## config.mk

```make
export PLATFORM = sky130hd
export DESIGN_NAME = point_add_double
export DESIGN_NICKNAME = d
export VERILOG_FILES = /design/src/rtl/ecc_pkg.sv /design/src/rtl/mod_inv.sv /design/src/rtl/point_add_double.sv
export SDC_FILE = /design/constraint.sdc
export NUM_CORES = 2
export LEC_CHECK = 0
export BUFFER_PORTS_ARGS = -buffer_cell sky130_fd_sc_hd__buf_2
export CAP_MARGIN = 40
export CORE_MARGIN = 2
export CORE_UTILIZATION = 50
export CTS_CLUSTER_SIZE = 24
export DETAILED_ROUTE_END_ITERATION = 10
export GPL_TIMING_DRIVEN = 1
export PLACE_DENSITY = 0.66
export SLEW_MARGIN = 15
export SYNTH_ARGS = -nofsm -noshare
export SYNTH_HDL_FRONTEND = slang
export SYNTH_SLANG_ARGS = --single-unit
```

## constraint.sdc

```tcl
create_clock -name clk -period 20.9 [get_ports clk]
set_input_delay 5.225 -clock clk [delete_from_list [all_inputs] [get_ports clk]]
set_output_delay 5.225 -clock clk [all_outputs]
set_load 0.1 [all_outputs]
```

## src/rtl/ecc_pkg.sv

```systemverilog
// Shared FSM state encoding and special-case codes for the elliptic-curve point unit.
package ecc_pkg;

    typedef logic [3:0] state_t;

    localparam state_t IDLE     = 4'd0;
    localparam state_t CLASSIFY = 4'd1;
    localparam state_t NUM      = 4'd2;
    localparam state_t DEN      = 4'd3;
    localparam state_t INV      = 4'd4;
    localparam state_t LAMBDA   = 4'd5;
    localparam state_t X3       = 4'd6;
    localparam state_t Y3       = 4'd7;
    localparam state_t FINISH   = 4'd8;

    typedef logic [2:0] case_t;

    localparam case_t CASE_ADD    = 3'd0;
    localparam case_t CASE_DOUBLE = 3'd1;
    localparam case_t CASE_RET_P  = 3'd2;
    localparam case_t CASE_RET_Q  = 3'd3;
    localparam case_t CASE_INF    = 3'd4;
    localparam case_t CASE_ERROR  = 3'd5;

endpackage

```

## src/rtl/mod_inv.sv

```systemverilog
// Modular inverse a^-1 mod p (p odd) by binary extended Euclid, one reduction step per cycle.
module mod_inv #(
    parameter int unsigned N = 16
) (
    input  logic         clk,
    input  logic         reset_n,
    input  logic         start,
    input  logic [N-1:0] a,
    input  logic [N-1:0] p,
    output logic         done,
    output logic [N-1:0] result
);

    logic         run_q;
    logic         done_q;
    logic [N-1:0] p_q;
    logic [N-1:0] u_q;
    logic [N-1:0] v_q;
    logic [N-1:0] s_q;
    logic [N-1:0] t_q;
    logic [N-1:0] result_q;
    logic         fin;
    logic [N-1:0] fin_val;

    function automatic logic [N-1:0] mod_sub(input logic [N-1:0] u, input logic [N-1:0] v,
                                             input logic [N-1:0] m);
        return (u >= v) ? (u - v) : (u - v + m);
    endfunction

    // x/2 mod m for odd m: add m first when x is odd so the shift is exact.
    function automatic logic [N-1:0] mod_half(input logic [N-1:0] x, input logic [N-1:0] m);
        logic [N:0] s;
        s = {1'b0, x} + (x[0] ? {1'b0, m} : '0);
        return N'(s >> 1);
    endfunction

    // Invariants: s*a == u and t*a == v (mod p). A zero operand yields 0 rather than hanging.
    always_comb begin
        fin     = 1'b1;
        fin_val = '0;
        if (u_q == N'(1)) begin
            fin_val = s_q;
        end else if (v_q == N'(1)) begin
            fin_val = t_q;
        end else if (u_q != '0) begin
            fin = 1'b0;
        end
    end

    always_ff @(posedge clk or negedge reset_n) begin
        if (!reset_n) begin
            run_q    <= 1'b0;
            done_q   <= 1'b0;
            p_q      <= '0;
            u_q      <= '0;
            v_q      <= '0;
            s_q      <= '0;
            t_q      <= '0;
            result_q <= '0;
        end else begin
            done_q <= 1'b0;
            if (!run_q) begin
                if (start) begin
                    run_q <= 1'b1;
                    p_q   <= p;
                    u_q   <= a;
                    v_q   <= p;
                    s_q   <= N'(1);
                    t_q   <= '0;
                end
            end else if (fin) begin
                run_q    <= 1'b0;
                done_q   <= 1'b1;
                result_q <= fin_val;
            end else if (!u_q[0]) begin
                u_q <= u_q >> 1;
                s_q <= mod_half(s_q, p_q);
            end else if (!v_q[0]) begin
                v_q <= v_q >> 1;
                t_q <= mod_half(t_q, p_q);
            end else if (u_q >= v_q) begin
                u_q <= (u_q - v_q) >> 1;
                s_q <= mod_half(mod_sub(s_q, t_q, p_q), p_q);
            end else begin
                v_q <= (v_q - u_q) >> 1;
                t_q <= mod_half(mod_sub(t_q, s_q, p_q), p_q);
            end
        end
    end

    assign done   = done_q;
    assign result = result_q;

endmodule

```

## src/rtl/point_add_double.sv

```systemverilog
// Affine point addition/doubling on y^2 = x^3 + a*x + b over GF(p), with one shared
// bit-serial modular multiplier and a mod_inv instance for the slope denominator.
module point_add_double
    import ecc_pkg::*;
#(
    parameter int unsigned N            = 16,
    parameter int unsigned CHECK_INPUTS = 1
) (
    input  logic         clk,
    input  logic         reset_n,
    input  logic         start,
    input  logic [N-1:0] p,
    input  logic [N-1:0] a,
    input  logic [N-1:0] x1,
    input  logic [N-1:0] y1,
    input  logic [N-1:0] x2,
    input  logic [N-1:0] y2,
    input  logic         inf1,
    input  logic         inf2,
    output logic [N-1:0] x3,
    output logic [N-1:0] y3,
    output logic         inf3,
    output logic         busy,
    output logic         done,
    output logic         error
);

    localparam int unsigned CntW = $clog2(N + 1);

    state_t       state_q;
    logic [N-1:0] p_q, a_q, x1_q, y1_q, x2_q, y2_q;
    logic         inf1_q, inf2_q;
    logic         dbl_q;
    logic [N-1:0] num_q, den_q, inv_q, lam_q;
    logic [N-1:0] x3_q, y3_q;
    logic         inf3_q, busy_q, done_q, error_q;
    logic         inv_start_q;
    logic         inv_done;
    logic [N-1:0] inv_result;
    case_t        cls;

    logic            mul_run_q;
    logic [CntW-1:0] mul_cnt_q;
    logic [N-1:0]    mul_acc_q, mul_u_q, mul_b_q;
    logic [N-1:0]    mul_op_u, mul_op_b, mul_res;
    logic            mul_load, mul_last;

    function automatic logic [N-1:0] mod_sub(input logic [N-1:0] u, input logic [N-1:0] v,
                                             input logic [N-1:0] m);
        return (u >= v) ? (u - v) : (u - v + m);
    endfunction

    // Operands below m, so the raw sum stays below 2m and one correction suffices.
    function automatic logic [N-1:0] mod_add(input logic [N-1:0] u, input logic [N-1:0] v,
                                             input logic [N-1:0] m);
        logic [N:0] s;
        s = {1'b0, u} + {1'b0, v};
        if (s >= {1'b0, m}) begin
            s = s - {1'b0, m};
        end
        return N'(s);
    endfunction

    always_comb begin
        cls = CASE_ADD;
        if (CHECK_INPUTS != 0 && (x1_q >= p_q || y1_q >= p_q || x2_q >= p_q || y2_q >= p_q ||
                                  a_q >= p_q)) begin
            cls = CASE_ERROR;
        end else if (inf1_q) begin
            cls = CASE_RET_Q;
        end else if (inf2_q) begin
            cls = CASE_RET_P;
        end else if (x1_q == x2_q) begin
            cls = (y1_q != y2_q || y1_q == '0) ? CASE_INF : CASE_DOUBLE;
        end
    end

    // Interleaved MSB-first step: acc = 2*acc + b_i*u (mod p).
    assign mul_res  = mod_add(mod_add(mul_acc_q, mul_acc_q, p_q),
                              mul_b_q[N-1] ? mul_u_q : '0, p_q);
    assign mul_last = mul_run_q && (mul_cnt_q == CntW'(1));
    assign mul_load = !mul_run_q && ((state_q == NUM && dbl_q) || state_q == LAMBDA ||
                                     state_q == X3 || state_q == Y3);

    always_comb begin
        mul_op_u = lam_q;
        mul_op_b = lam_q;
        case (state_q)
            NUM: begin
                mul_op_u = x1_q;
                mul_op_b = x1_q;
            end
            LAMBDA: begin
                mul_op_u = num_q;
                mul_op_b = inv_q;
            end
            Y3: mul_op_b = mod_sub(x1_q, x3_q, p_q);
            default: ;
        endcase
    end

    always_ff @(posedge clk or negedge reset_n) begin
        if (!reset_n) begin
            state_q     <= IDLE;
            p_q         <= '0;
            a_q         <= '0;
            x1_q        <= '0;
            y1_q        <= '0;
            x2_q        <= '0;
            y2_q        <= '0;
            inf1_q      <= 1'b0;
            inf2_q      <= 1'b0;
            dbl_q       <= 1'b0;
            num_q       <= '0;
            den_q       <= '0;
            inv_q       <= '0;
            lam_q       <= '0;
            x3_q        <= '0;
            y3_q        <= '0;
            inf3_q      <= 1'b0;
            busy_q      <= 1'b0;
            done_q      <= 1'b0;
            error_q     <= 1'b0;
            inv_start_q <= 1'b0;
            mul_run_q   <= 1'b0;
            mul_cnt_q   <= '0;
            mul_acc_q   <= '0;
            mul_u_q     <= '0;
            mul_b_q     <= '0;
        end else begin
            done_q      <= 1'b0;
            inv_start_q <= 1'b0;

            if (mul_run_q) begin
                mul_acc_q <= mul_res;
                mul_b_q   <= mul_b_q << 1;
                mul_cnt_q <= mul_cnt_q - CntW'(1);
                if (mul_last) begin
                    mul_run_q <= 1'b0;
                end
            end else if (mul_load) begin
                mul_run_q <= 1'b1;
                mul_u_q   <= mul_op_u;
                mul_b_q   <= mul_op_b;
                mul_acc_q <= '0;
                mul_cnt_q <= CntW'(N);
            end

            case (state_q)
                IDLE: begin
                    if (start) begin
                        p_q     <= p;
                        a_q     <= a;
                        x1_q    <= x1;
                        y1_q    <= y1;
                        x2_q    <= x2;
                        y2_q    <= y2;
                        inf1_q  <= inf1;
                        inf2_q  <= inf2;
                        busy_q  <= 1'b1;
                        state_q <= CLASSIFY;
                    end
                end
                CLASSIFY: begin
                    dbl_q   <= (cls == CASE_DOUBLE);
                    x3_q    <= '0;
                    y3_q    <= '0;
                    inf3_q  <= 1'b0;
                    error_q <= 1'b0;
                    state_q <= FINISH;
                    case (cls)
                        CASE_ERROR: error_q <= 1'b1;
                        CASE_RET_Q: begin
                            inf3_q <= inf2_q;
                            x3_q   <= inf2_q ? '0 : x2_q;
                            y3_q   <= inf2_q ? '0 : y2_q;
                        end
                        CASE_RET_P: begin
                            x3_q <= x1_q;
                            y3_q <= y1_q;
                        end
                        CASE_INF: inf3_q <= 1'b1;
                        default:  state_q <= NUM;
                    endcase
                end
                NUM: begin
                    if (!dbl_q) begin
                        num_q   <= mod_sub(y2_q, y1_q, p_q);
                        state_q <= DEN;
                    end else if (mul_last) begin
                        // 3*x1^2 + a
                        num_q   <= mod_add(mod_add(mod_add(mul_res, mul_res, p_q), mul_res, p_q),
                                           a_q, p_q);
                        state_q <= DEN;
                    end
                end
                DEN: begin
                    den_q       <= dbl_q ? mod_add(y1_q, y1_q, p_q) : mod_sub(x2_q, x1_q, p_q);
                    inv_start_q <= 1'b1;
                    state_q     <= INV;
                end
                INV: begin
                    if (inv_done) begin
                        inv_q   <= inv_result;
                        state_q <= LAMBDA;
                    end
                end
                LAMBDA: begin
                    if (mul_last) begin
                        lam_q   <= mul_res;
                        state_q <= X3;
                    end
                end
                X3: begin
                    if (mul_last) begin
                        x3_q    <= mod_sub(mod_sub(mul_res, x1_q, p_q), x2_q, p_q);
                        state_q <= Y3;
                    end
                end
                Y3: begin
                    if (mul_last) begin
                        y3_q    <= mod_sub(mul_res, y1_q, p_q);
                        state_q <= FINISH;
                    end
                end
                FINISH: begin
                    done_q  <= 1'b1;
                    busy_q  <= 1'b0;
                    state_q <= IDLE;
                end
                default: state_q <= IDLE;
            endcase
        end
    end

    mod_inv #(
        .N(N)
    ) u_mod_inv (
        .clk    (clk),
        .reset_n(reset_n),
        .start  (inv_start_q),
        .a      (den_q),
        .p      (p_q),
        .done   (inv_done),
        .result (inv_result)
    );

    assign x3    = x3_q;
    assign y3    = y3_q;
    assign inf3  = inf3_q;
    assign busy  = busy_q;
    assign done  = done_q;
    assign error = error_q;

endmodule

```

==> results.ini <==
[floorplan]
start_util_pct=50.2
die_area_mm2=0.0843
die_width_um=290
pin_count=137
rows=105
core-area_mm2=0.0816
dieHeight_um=290

[power_and_ir_drop]
irDropWorstVdd_mv=0.0998
p_per_area_mw_per_mm2=34.4
p_leak_nw=21.8

[min_path]
hp-start=error
min_to=error
hold_depth=2
hold_class=reg2reg

[finish]
fin_util_pct=55.1
final_nets=5866
syn2layout_area_growth_pct=9.72
num-fill-cells=7761
final_common_cell=ha_1
final_cell_mix=ha_1, nor2_1, nand2_1
final_layout_size_suffix_gt1_share_pct=11.0

[place]
gp_congestion=1.04
hpwl_mm=117
io_buffer_count=136

[clock_network]
cts_setup_buffers=0
tritoncts=done
cts_hold_buf=0
clkTransAtPathRegs_ns=0.06
clkLatencyLatePin_ns=0.62
cts_max_level=2
root_buffer=clkbuf_16
cts_resized=0
cts.sinks=356
clk_path_buf_depth=3
cts_buffers=45

[sta]
worst_slew_pin_slew_ns=0.938
fin_crit_ns=19.47
holdWs_ns=0.478
skew_ns=0.0227
finalHoldViolCount=0
rsz0062_at_grt=false
finalCritPeriodShare_pct=93.2
slew_violations=0
slew_headroom_pct=36.9
fmax_mhz=51.4
timing.setup.tns_ns=0
setup_viol=0

[synthesis]
synth_edf_count=0
synth.net_count=5736
ys.flop_type=dfrtp_1
synth.cell_area_mm2=0.0410
postSynthAreaPerCell_um2=8.14
synthArstFlopShare_pct=100
synth_seq_area_share_pct=21.7
yosysTopAreaCell=dfrtp_1
netlist.area_leader.share_pct=21.7
ys_warn_count=0
netlist-cell-type-count=90
synth_seq_cells=356
netlist_instances=5038
ys_top_cells_by_area=dfrtp_1, ha_1, mux2_2

[critical_path]
reg2reg_slack_ns=1.43
critPathLaunchType=flip-flop
crit_path_frequent_cell=a21oi_1
end_kind=flip-flop
crit_type=reg2reg
cp_max_fo=19
arrival_ns=19.96
rr_startpoint=p_q[2]
required_ns=21.39
cp_slowest_cell=dfrtp_1
r2r_cells=81
rr_endpoint=num_q[2]
cpPeakStageDelay_ns=0.77

[drt]
drtIter0Drc=3927
drtAntennaViolNets=0
firstDrtPassIters=7
routedWlPerCell_um=24.2
drc=0
wirelength_mm=152
vias=39411
viasPerCell=6.28

[job]
maxCapViolations=0

[global_route]
grt_overflow=0
grt_pass1_vias=37198
grt_max_degree=105
grt_antenna_before_repair=8
gr-usage-all-layers_pct=35.1
grt_pass1_wl_mm=228

[outcome]
outcome=finished clean

## cell usage after synthesis, drive strengths merged (18+ instances only)
cell and n:
a21boi 44, nand2b 55, mux2 183, nor3 138, xnor2 229, o21ai 366, nand2 414, nor2 435
o31ai 41, a221oi 43, a22oi 34, fa 31, a21oi 351, a2111oi 18, a21o 132, nor2b 88
and2 90, o22ai 36, ha 566, and3 32, nand4 52, o211ai 26, nand3 78, xor2 117
o21bai 48, mux2i 56, dfrtp 356, clkbuf 150, buf 22, a211oi 92, o21a 51, or3 36
nor4 26, o41ai 18, inv 346, a31oi 66
## routing by layer
layer  wire length [um]  vias up  track usage [%]
met1              62900    18775             45.7
met5                 36        -                0
met3              13800      438             7.36
met2              65600     1658             54.4
li1                   -    18534                -
met4               9600        6             19.4
## worst max-delay path, delay by kind of cell (launching register included)
family,cells,cell delay [ns]
compound gates,49,10.83
fa+ha+maj,8,2.82
simple gates,14,2.27
mux,4,1.43
buf+inv,4,0.89
flops,1,0.77
xor+xnor,2,0.29
## worst max-delay path by stage
stage | startpoint | to | slack, ns | cells past startpoint
3_5_place_dp | p_q[2] | num_q[2] | 1.81 | 80
2_1_floorplan | p_q[1] | num_q[7] | 3.42 | 85
6_report | p_q[2] | num_q[2] | 1.43 | 81
3_3_place_gp | p_q[2] | num_q[2] | 1.76 | 81
5_1_grt | p_q[2] | num_q[2] | 0.06 | 80
4_1_cts | p_q[2] | num_q[2] | 1.74 | 80
## logic make-up after synthesis
kind of cell,Yosys count,synth area share [%]
compound gates,1495,23.7
simple gates,1486,17.1
fa+ha+maj,597,18.8
buf+inv,519,4.88
flops,356,21.7
xor+xnor,346,7.39
mux,239,6.40
## through the flow
step / std cells / total power (W) / cell area, um2 / setup WS [ns]
after global placement: 6173 / 0.000728 / 43200 / 1.76
after CTS: 6268 / 0.00156 / 44900 / 1.74
after detailed placement: 6188 / 0.000730 / 43400 / 1.81
after global routing: 6271 / 0.00159 / 45000 / 0.0621
after floorplan: 5038 / 0.000702 / 41000 / 3.42
final: 6274 / 0.00155 / 45000 / 1.43
## report_power, final
part / total, W / internal (W) / switching (W)
combinational: 0.0000273 / 0.00000880 / 0.0000185
clock: 0.000831 / 0.000485 / 0.000346
sequential: 0.000689 / 0.000689 / 0
## final cells by class
class,count,area [um2],area share [%]
Tap cell,1070,1340,2.98
Clock inverter,24,303,0.673
Multi-Input combinational cell,4163,30200,67.1
Timing Repair Buffer,255,1710,3.80
Clock buffer,56,1240,2.75
Antenna cell,3,7.51,0.0167
Inverter,347,1300,2.90
Sequential cell,356,8910,19.8
No activity file was read; power rests on OpenSTA's default activity.
